==> src/rtl/fp_mul_pkg.sv <==
// fp_mul_pkg: shared constants, rounding-mode enum and operand unpacking for fp_mul_ieee32.
package fp_mul_pkg;
    localparam int BIAS = 127;
    localparam int EXP_W = 8;
    localparam int MAN_W = 23;
    localparam logic [31:0] QNAN = 32'h7FC00000;
    localparam logic [30:0] MAXF = 31'h7F7FFFFF;
    typedef enum logic [2:0] {RNE = 3'd0, RTZ = 3'd1, RDN = 3'd2, RUP = 3'd3, RNA = 3'd4} rmode_e;
    typedef struct packed {
        logic sign;
        logic [EXP_W-1:0] exp;
        logic [MAN_W-1:0] man;
        logic is_zero;
        logic is_inf;
        logic is_nan;
    } fp_t;
    // Subnormal inputs count as zero: they are flushed before the multiply.
    function automatic fp_t unpack(input logic [31:0] v);
        fp_t f;
        f.sign = v[31];
        f.exp = v[30:23];
        f.man = v[22:0];
        f.is_zero = v[30:23] == 8'd0;
        f.is_inf = &v[30:23] && v[22:0] == 23'd0;
        f.is_nan = &v[30:23] && |v[22:0];
        return f;
    endfunction
    function automatic rmode_e to_mode(input logic [2:0] m);
        return m > 3'd4 ? RNE : rmode_e'(m);
    endfunction
endpackage

==> src/rtl/fp_mul_ieee32_if.sv <==
// fp_mul_ieee32_if: operand/result bundle of the binary32 multiplier.
interface fp_mul_ieee32_if;
    logic [2:0] r_mode;
    logic [31:0] fp_X;
    logic [31:0] fp_Y;
    logic [31:0] fp_Z;
    logic ovrf;
    logic udrf;
    modport master(output r_mode, fp_X, fp_Y, input fp_Z, ovrf, udrf);
    modport slave(input r_mode, fp_X, fp_Y, output fp_Z, ovrf, udrf);
endinterface

==> src/rtl/fp_round.sv <==
// fp_round: applies the rounding increment, renormalises on carry-out and flags exponent range errors.
module fp_round
    import fp_mul_pkg::*;
(
    input  logic sign,
    input  logic [MAN_W-1:0] man,
    input  logic g,
    input  logic r,
    input  logic s,
    input  logic signed [9:0] exp,
    input  rmode_e mode,
    output logic [MAN_W-1:0] man_o,
    output logic [EXP_W-1:0] exp_o,
    output logic ovf,
    output logic udf
);
    logic inc;
    logic [MAN_W:0] sum;
    logic signed [9:0] e;
    always_comb begin
        inc = mode == RNE ? g & (r | s | man[0]) :
              mode == RNA ? g :
              mode == RUP ? (g | r | s) & ~sign :
              mode == RDN ? (g | r | s) & sign : 1'b0;
        sum = {1'b0, man} + {{MAN_W{1'b0}}, inc};
        man_o = sum[MAN_W-1:0];
        e = exp + $signed({9'd0, sum[MAN_W]});
        ovf = e >= 10'sd255;
        udf = e <= 10'sd0;
        exp_o = e[EXP_W-1:0];
    end
endmodule

==> src/rtl/fp_mul_ieee32.sv <==
// fp_mul_ieee32: binary32 multiplier, five rounding modes, registered result with ovrf/udrf.
// Define FP_MUL_IN_REG_EN to add an input register stage (latency 2 instead of 1).
module fp_mul_ieee32
    import fp_mul_pkg::*;
#(
    parameter int PIPE_OUT = 1
) (
    input logic clk,
    input logic rst_n,
    fp_mul_ieee32_if.slave bus
);
    if (PIPE_OUT != 1) begin : g_bad_pipe
        $error("fp_mul_ieee32 supports only PIPE_OUT=1");
    end
    logic [31:0] x, y;
    logic [2:0] rm;
`ifdef FP_MUL_IN_REG_EN
    always_ff @(posedge clk or negedge rst_n)
        if (!rst_n) {x, y, rm} <= '0;
        else {x, y, rm} <= {bus.fp_X, bus.fp_Y, bus.r_mode};
`else
    assign x = bus.fp_X;
    assign y = bus.fp_Y;
    assign rm = bus.r_mode;
`endif
    fp_t a, b;
    rmode_e mode;
    logic sign, g, r, s, special, inf_sel;
    logic [47:0] p;
    logic signed [9:0] e;
    logic [MAN_W-1:0] m, rnd_man;
    logic [EXP_W-1:0] rnd_exp;
    logic ovf, udf;
    logic [31:0] z;
    always_comb begin
        a = unpack(x);
        b = unpack(y);
        mode = to_mode(rm);
        sign = a.sign ^ b.sign;
        p = {1'b1, a.man} * {1'b1, b.man};
        e = $signed({2'b0, a.exp}) + $signed({2'b0, b.exp}) - $signed(10'(BIAS)) + $signed({9'd0, p[47]});
        m = p[47] ? p[46:24] : p[45:23];
        g = p[47] ? p[23] : p[22];
        r = p[47] ? p[22] : p[21];
        s = p[47] ? |p[21:0] : |p[20:0];
    end
    fp_round u_round (
        .sign(sign), .man(m), .g(g), .r(r), .s(s), .exp(e), .mode(mode),
        .man_o(rnd_man), .exp_o(rnd_exp), .ovf(ovf), .udf(udf)
    );
    // Overflow saturates to inf only when the mode rounds away from zero in the result's direction.
    always_comb begin
        inf_sel = mode == RNE || mode == RNA || (mode == RUP && !sign) || (mode == RDN && sign);
        special = a.is_nan | b.is_nan | a.is_inf | b.is_inf | a.is_zero | b.is_zero;
        z = a.is_nan | b.is_nan | (a.is_zero & b.is_inf) | (a.is_inf & b.is_zero) ? QNAN :
            a.is_inf | b.is_inf ? {sign, 8'hFF, 23'd0} :
            a.is_zero | b.is_zero ? {sign, 31'd0} :
            ovf ? {sign, inf_sel ? 31'h7F800000 : MAXF} :
            udf ? {sign, 31'd0} : {sign, rnd_exp, rnd_man};
    end
    always_ff @(posedge clk or negedge rst_n)
        if (!rst_n) begin
            bus.fp_Z <= '0;
            bus.ovrf <= 1'b0;
            bus.udrf <= 1'b0;
        end else begin
            bus.fp_Z <= z;
            bus.ovrf <= ~special & ovf;
            bus.udrf <= ~special & udf;
        end
endmodule

==> src/flat_wrapper.sv <==
// flat-port wrapper written by rule: the top's interface ports become plain ports
module fp_mul_ieee32_flat import fp_mul_pkg::*;
#(
    parameter int PIPE_OUT = 1
)
  (clk, rst_n, bus_r_mode, bus_fp_X, bus_fp_Y, bus_fp_Z, bus_ovrf, bus_udrf);
  fp_mul_ieee32_if bus_i ();
  input logic clk;
  input logic rst_n;
  input wire logic [$bits(bus_i.r_mode)-1:0] bus_r_mode;
  input wire logic [$bits(bus_i.fp_X)-1:0] bus_fp_X;
  input wire logic [$bits(bus_i.fp_Y)-1:0] bus_fp_Y;
  output wire logic [$bits(bus_i.fp_Z)-1:0] bus_fp_Z;
  output wire logic [$bits(bus_i.ovrf)-1:0] bus_ovrf;
  output wire logic [$bits(bus_i.udrf)-1:0] bus_udrf;
  assign bus_i.r_mode = bus_r_mode;
  assign bus_i.fp_X = bus_fp_X;
  assign bus_i.fp_Y = bus_fp_Y;
  assign bus_fp_Z = bus_i.fp_Z;
  assign bus_ovrf = bus_i.ovrf;
  assign bus_udrf = bus_i.udrf;
  fp_mul_ieee32 #(.PIPE_OUT(PIPE_OUT)) u_core (.clk(clk), .rst_n(rst_n), .bus(bus_i));
endmodule
==> config.mk <==
export PLATFORM = sky130hd
export DESIGN_NAME = fp_mul_ieee32_flat
export DESIGN_NICKNAME = d
export VERILOG_FILES = /design/src/rtl/fp_mul_pkg.sv /design/src/rtl/fp_mul_ieee32_if.sv /design/src/rtl/fp_round.sv /design/src/rtl/fp_mul_ieee32.sv /design/src/flat_wrapper.sv
export SDC_FILE = /design/constraint.sdc
export NUM_CORES = 2
export LEC_CHECK = 0
export ABC_AREA = 1
export BUFFER_PORTS_ARGS = -buffer_cell sky130_fd_sc_hd__buf_2
export CAP_MARGIN = 0
export CORE_MARGIN = 2
export CORE_UTILIZATION = 60
export CTS_BUF_LIST = sky130_fd_sc_hd__clkbuf_4 sky130_fd_sc_hd__clkbuf_8
export DETAILED_ROUTE_END_ITERATION = 16
export HOLD_SLACK_MARGIN = 0.03
export PLACE_DENSITY = 0.86
export REMOVE_ABC_BUFFERS = 1
export SKIP_LAST_GASP = 1
export SYNTH_ARGS = -nofsm -noshare
export SYNTH_HDL_FRONTEND = slang
export SYNTH_SLANG_ARGS = --single-unit
==> constraint.sdc <==
create_clock -name clk -period 0.8 [get_ports clk]
set_clock_uncertainty 0.05 [all_clocks]
set_input_delay 0.16 -clock clk [delete_from_list [all_inputs] [get_ports clk]]
set_output_delay 0.16 -clock clk [all_outputs]
set_load 0.1 [all_outputs]
== After elaboration in Yosys (flattened, before gate mapping) ==
Index checks and enable logic that the tools add are counted.
Cells by class
  equal/unequal tests: 3
  shift operators: 0
  muxes and demuxes: 15
  bitwise operators: 23
  order comparisons: 3
  add/sub/neg operators: 5
  multipliers: 1
  reductions and logical operators: 21
  div/mod/pow operators: 0
Operator list (number)
  2-to-1 mux 31 bit: 4
  multiplier 24 x 24 -> 48 bit: 1
  zero test 23 bit: 2
  OR reduction 23 bit: 2
  2-to-1 mux 32 bit: 1
  adder 23 x 1 -> 24 bit: 1
  2-to-1 mux 24 bit: 1
  2-to-1 mux 23 bit: 1
  OR reduction 22 bit: 1
  OR reduction 21 bit: 1
  adder 10 x 2 -> 10 bit: 2
  zero test 8 bit: 2
  AND reduction 8 bit: 2
  OR 1 bit: 13
  >= comparator 10 x 9 -> 1 bit (second input constant): 1
  <= comparator 10 x 1 -> 1 bit (second input constant): 1
  subtractor 10 x 8 -> 10 bit (second input constant): 1
  adder 8 x 8 -> 9 bit: 1
  AND 1 bit: 7
  2-to-1 mux 1 bit: 7
  equality test 3 x 2 -> 1 bit (second input constant): 2
  logical AND 1 bit: 6
  equality test 3 bit (second input constant): 1
  > comparator 3 bit (second input constant): 1
  6 further kinds: 9
Word-level totals
  output and inout bits: 34
  bits of input ports: 69
  memories: 0
  register bits: 34
  RAM bits: 0
  latch bits: 0
  bits in read-only memories: 0

== Depth between registers and ports, before layout ==
  depth after elaboration: 17
  depth in mapped cells: 60
  gate-level depth less buffers: 56

== Cells and area by module ==
From an unflattened synthesis, not the netlist that was laid out.
Second synthesis, totals
  cell total of the unflattened synthesis: 3345
  area, all modules: 23736.5 µm²
By module, submodules not included
  fp_mul_ieee32: instances 1, cells an instance 3176, area an instance 22799.4 µm²
  fp_round: instances 1, cells an instance 169, area an instance 937.1 µm²

== Least setup slack after synthesis ==
Ideal clock, no wire load.
  path type: input -> register
  start: input bus_fp_Y[3]
  end: register u_core.bus.fp_Z[14]
  stages on the path: 55
  library setup time: 0.126 ns
  slack: -8.711 ns
  arrival: 9.335 ns
  path through: clkbuf_1 -> clkbuf_1 -> nand2_1 -> fa_1 -> inv_1 -> fa_1 -> inv_1 -> fa_1 -> inv_1 -> fa_1 -> inv_1 -> fa_1 -> inv_1 -> fa_1 -> inv_1 -> fa_1 -> inv_1 -> ha_1 -> [19 not listed] -> nor2_8 -> nand2_2 -> nor4_2 -> ha_1 -> inv_1 -> fa_1 -> inv_1 -> nand4_1 -> nor2_1 -> nand2_1 -> xor2_1 -> inv_1 -> nand2_1 -> o21ai_1 -> nand3_1 -> nand3_1 -> buf_2 -> a21oi_1
Between the ends
  longest elaborated chain between the ends: 17
  elaborated cells on any way between the ends: 37
  classes of those cells: 3 x add/sub; 1 x mul; 2 x order compare; 13 x mux; 12 x bitwise; 6 x reduce/logical
RTL lines
  from (decl): RTL line flat_wrapper.sv:12  | input wire logic [$bits(bus_i.fp_Y)-1:0] bus_fp_Y;
  multiplier 24 x 24 -> 48 bit: RTL line fp_mul_ieee32.sv:40  | p = {1'b1, a.man} * {1'b1, b.man};
  OR reduction 22 bit (tied with other cells): RTL line fp_mul_ieee32.sv:45  | s = p[47] ? |p[21:0] : |p[20:0];
  2-to-1 mux 1 bit / OR 1 bit (equally long branches): RTL line fp_mul_ieee32.sv:45, fp_round.sv:23, fp_round.sv:24
  OR 1 bit: RTL line fp_round.sv:23, fp_round.sv:24
  AND 1 bit: RTL line fp_round.sv:24  | mode == RDN ? (g | r | s) & sign : 1'b0;
  2-to-1 mux 1 bit: RTL line fp_round.sv:24
  2-to-1 mux 1 bit: RTL line fp_round.sv:23  | mode == RUP ? (g | r | s) & ~sign :
  2-to-1 mux 1 bit: RTL line fp_round.sv:22  | mode == RNA ? g :
  [2 not listed]
  adder 10 x 2 -> 10 bit: RTL line fp_round.sv:27  | e = exp + $signed({9'd0, sum[MAN_W]});
  <= comparator 10 x 1 -> 1 bit: RTL line fp_round.sv:29  | udf = e <= 10'sd0;
  2-to-1 mux 31 bit: RTL line fp_mul_ieee32.sv:59  | udf ? {sign, 31'd0} : {sign, rnd_exp, rnd_man};
  2-to-1 mux 31 bit: RTL line fp_mul_ieee32.sv:58  | ovf ? {sign, inf_sel ? 31'h7F800000 : MAXF} :
  2-to-1 mux 31 bit: RTL line fp_mul_ieee32.sv:57  | a.is_zero | b.is_zero ? {sign, 31'd0} :
  2-to-1 mux 31 bit: RTL line fp_mul_ieee32.sv:56  | a.is_inf | b.is_inf ? {sign, 8'hFF, 23'd0} :
  2-to-1 mux 32 bit (*): RTL line fp_mul_ieee32.sv:55  | z = a.is_nan | b.is_nan | (a.is_zero & b.is_inf) | (a.is_inf & b.is_zero) ? QNAN :
  via u_core.z[14]: RTL line fp_mul_ieee32.sv:34  | logic [31:0] z;
  to (signal assigned): RTL line fp_mul_ieee32.sv:67  | bus.fp_Z <= z;
  to (decl): RTL line fp_mul_ieee32_if.sv:10  | modport slave(input r_mode, fp_X, fp_Y, output fp_Z, ovrf, udrf);
The timed path passes the listed nets; every way through them passes the cells marked *.

== Worst setup path in the final report ==
  start: input bus_fp_Y[1]
  end: register u_core.bus.fp_Z[9]
The elaborated chain is that of the path after synthesis.

==> impl_metrics.yaml <==
grt:
  globalRouteMet3Util: 0.100
  grt_max_degree: 32
  top_usage_layer: "met2"
  grt_use_met1: 0.472
  grtUsageMet2: 0.718
  track_usage: 0.429
  grt_first_pass_wirelength_um: 138000
  grt_pass1_vias: 27600
  grt_remaining_overflow: 0
  antenna_found_initial: 4
job:
  cap_violations: 0
clock_network:
  cts.path.max_buffers: 2
  numCtsBuffers: 5
  path_clk_slew_ns: 0.07
  ctsRootBufferMaster: "clkbuf_8"
  cts_max_level: 2
  cts_tree: "yes"
  cts.sinks: 34
place:
  dp_hpwl_um: 61800
  gp_congestion: 0.937
  place_area_um2: 28600
  portBuffers: 102
sta:
  layout_setup_ws_ns: -9.09
  max_freq_ghz: 0.101
  setup-tns-final_ns: -304.84
  period_share: 12.4
  finalSetupViolCount: 68
  rsz0062_at_grt: "yes"
  worst_slew_pin_slew_ns: 0.566
  period_minus_slack_ns: 9.89
  maxSlewHeadroom: 0.620
  maxSlewViolCount: 0
  hold_viol_final: 0
status:
  violations: "negative setup slack"
  outcome: "finished with violations"
logic_synthesis:
  ys_types: 45
  seq_area_frac_synth: 0.0358
  ys_ff_latch: 34
  synth_area_leader_cell: "fa_1"
  synth_area_um2: 23800
  synthCells: 3367
  yosysWarnings: 0
  synth_edf_count: 0
  postSynthAreaPerCell_um2: 7.07
  synthArstFlopShare: 1.00
  post-synth-top-area-fraction: 0.407
  synth_area_leaders: "fa_1 (41%), nand2_1 (16%), inv_1 (16%)"
  synthFlopType: "dfrtp_1"
layout:
  final_layout_size_suffix_gt1_frac: 0.234
  area_growth_pct: 29.6
  layout.nets: 4635
  utilization: 0.793
  design_area_um2: 30900
  fillers: 2197
die:
  rows: 72
  dieWidth_um: 203
  io_pins: 103
  die_area_um2: 41300
  start_util: 0.611
  core-area_um2: 38900
  die_y_um: 203
route:
  wl_per_cell_um: 21.6
  vias_per_cell: 5.93
  drc: 0
  first_iter_violations: 3665
  finalWirelength_um: 95400
  final_antenna_net_count: 0
  dr_total_vias: 26200
  firstDrtPassIters: 7
worst_hold_path:
  hold_path.class: "primary input to asynchronous set/reset pin"
worst_setup_path:
  cpPeakStageDelay_ns: 0.60
  cp-end-kind: "register"
  path_class: "primary input to register"
  startpoint_type: "primary input"
  cp.arrival_ns: 10.02
  cp.required_ns: 0.93
  cp_slowest_cell: "fa_1"
  cp_max_fo: 12
  path_common_cell: "nand2_1"
-- per-layer routing --
| layer | routed length, um | up-vias |
|---|---|---|
| met5 | 83 | - |
| met4 | 10600 | 6 |
| met3 | 12600 | 1051 |
| met2 | 43000 | 2504 |
| met1 | 29100 | 12100 |
| li1 | - | 10600 |
-- Yosys cell counts, types with 2 or more instances --
master,number
a21o_1,3
a21oi_1,57
a21oi_2,3
and2_0,3
buf_2,7
buf_8,2
clkbuf_1,99
dfrtp_1,34
fa_1,484
ha_1,188
inv_1,1030
inv_2,9
nand2_1,1036
nand2_2,25
nand2_4,3
nand3_1,101
nand3_2,3
nand3b_1,2
nand4_1,25
nand4_2,2
nor2_1,119
nor2_2,11
nor2_4,6
nor3_1,14
nor4_1,14
o211ai_1,2
o21ai_0,19
o21ai_1,4
o21ai_2,2
o21bai_1,9
or2_1,2
or2_2,4
xnor2_1,9
xor2_1,25
-- stage by stage --
stage	hold WS [ns]	instances	setup WS, ns
3_5_place_dp	-0.0723	4339	-8.90
3_3_place_gp	-0.0737	4339	-8.45
4_1_cts	0.156	4396	-7.99
5_1_grt	0.177	4413	-9.38
6_report	0.173	4415	-9.09
2_1_floorplan	-0.186	3257	-8.23
-- worst max-delay path, delay by kind of cell --
family / cells / cell delay, ns
compound gates: 3 / 0.52
simple gates: 25 / 2.99
fa+ha+maj: 11 / 4.57
xor+xnor: 1 / 0.29
buf+inv: 15 / 1.48
-- sequential cells by signal (all words and copies together), names as in the netlist --
signal / cells
u_core.bus.ovrf: 1
u_core.bus.fp_Z: 32
u_core.bus.udrf: 1
-- how the worst max path moves through the flow --
stage / from / to / slack, ns / cells past startpoint
2_1_floorplan: bus_fp_Y[0] / u_core.bus.fp_Z[25] / -8.23 / 51
3_3_place_gp: bus_fp_Y[3] / u_core.bus.fp_Z[26] / -8.45 / 53
3_5_place_dp: bus_fp_Y[3] / u_core.bus.fp_Z[28] / -8.90 / 53
4_1_cts: bus_fp_X[10] / u_core.bus.fp_Z[10] / -7.99 / 55
5_1_grt: bus_fp_Y[1] / u_core.bus.fp_Z[9] / -9.38 / 55
6_report: bus_fp_Y[1] / u_core.bus.fp_Z[9] / -9.09 / 55
-- layout by cell type, fill, tap and decap left out, types with 5 or more instances in the layout --
| master | count |
|---|---|
| xor2_1 | 21 |
| dfrtp_1 | 34 |
| nand2_4 | 13 |
| buf_16 | 6 |
| nor2_1 | 95 |
| o21bai_1 | 9 |
| o21ai_1 | 6 |
| buf_4 | 482 |
| nand3_2 | 12 |
| a21oi_1 | 43 |
| ha_4 | 16 |
| buf_12 | 58 |
| nand4_1 | 25 |
| buf_2 | 31 |
| ha_1 | 169 |
| nor4_1 | 12 |
| xnor2_1 | 7 |
| buf_8 | 17 |
| nand2_1 | 975 |
| buf_6 | 29 |
| nand3_1 | 87 |
| clkbuf_8 | 8 |
| nor2_2 | 21 |
| fa_2 | 16 |
| fa_1 | 468 |
| nand2_2 | 75 |
| o21ai_2 | 6 |
| nand3_4 | 5 |
| a21oi_2 | 17 |
| inv_2 | 49 |
| nor2_4 | 20 |
| inv_1 | 990 |
| nor3_1 | 12 |
| o21ai_0 | 11 |
-- kinds of logic after synthesis --
group,after synthesis,share of synthesized area
flops,34,0.0358
simple gates,1375,0.238
xor+xnor,34,0.0125
buf+inv,1149,0.183
compound gates,103,0.0244
fa+ha+maj,672,0.506
-- cell type report --
class,instances,area (um^2),share of cell area
sequential,34,851,0.0276
multi-input combinational,2184,19500,0.632
inverter,1039,3900,0.126
clock buffer,8,110,0.00357
tap,518,648,0.0210
antenna,2,5.00,0.000162
timing repair buffer,630,5850,0.190
-- what timing repair did --
action | CTS | global route
pin swaps | 106 | 51
buffers inserted | 42 | 17
cloned | 7 | 2
hold buffers | 1 | 0
endpoints found under the hold margin | 34 | 0
gates resized for setup | 271 | 134
setup endpoints to repair | 68 | 68
Power is not shown: default switching activity piles up to over one toggle a cycle in this logic, so the estimate is an artifact.
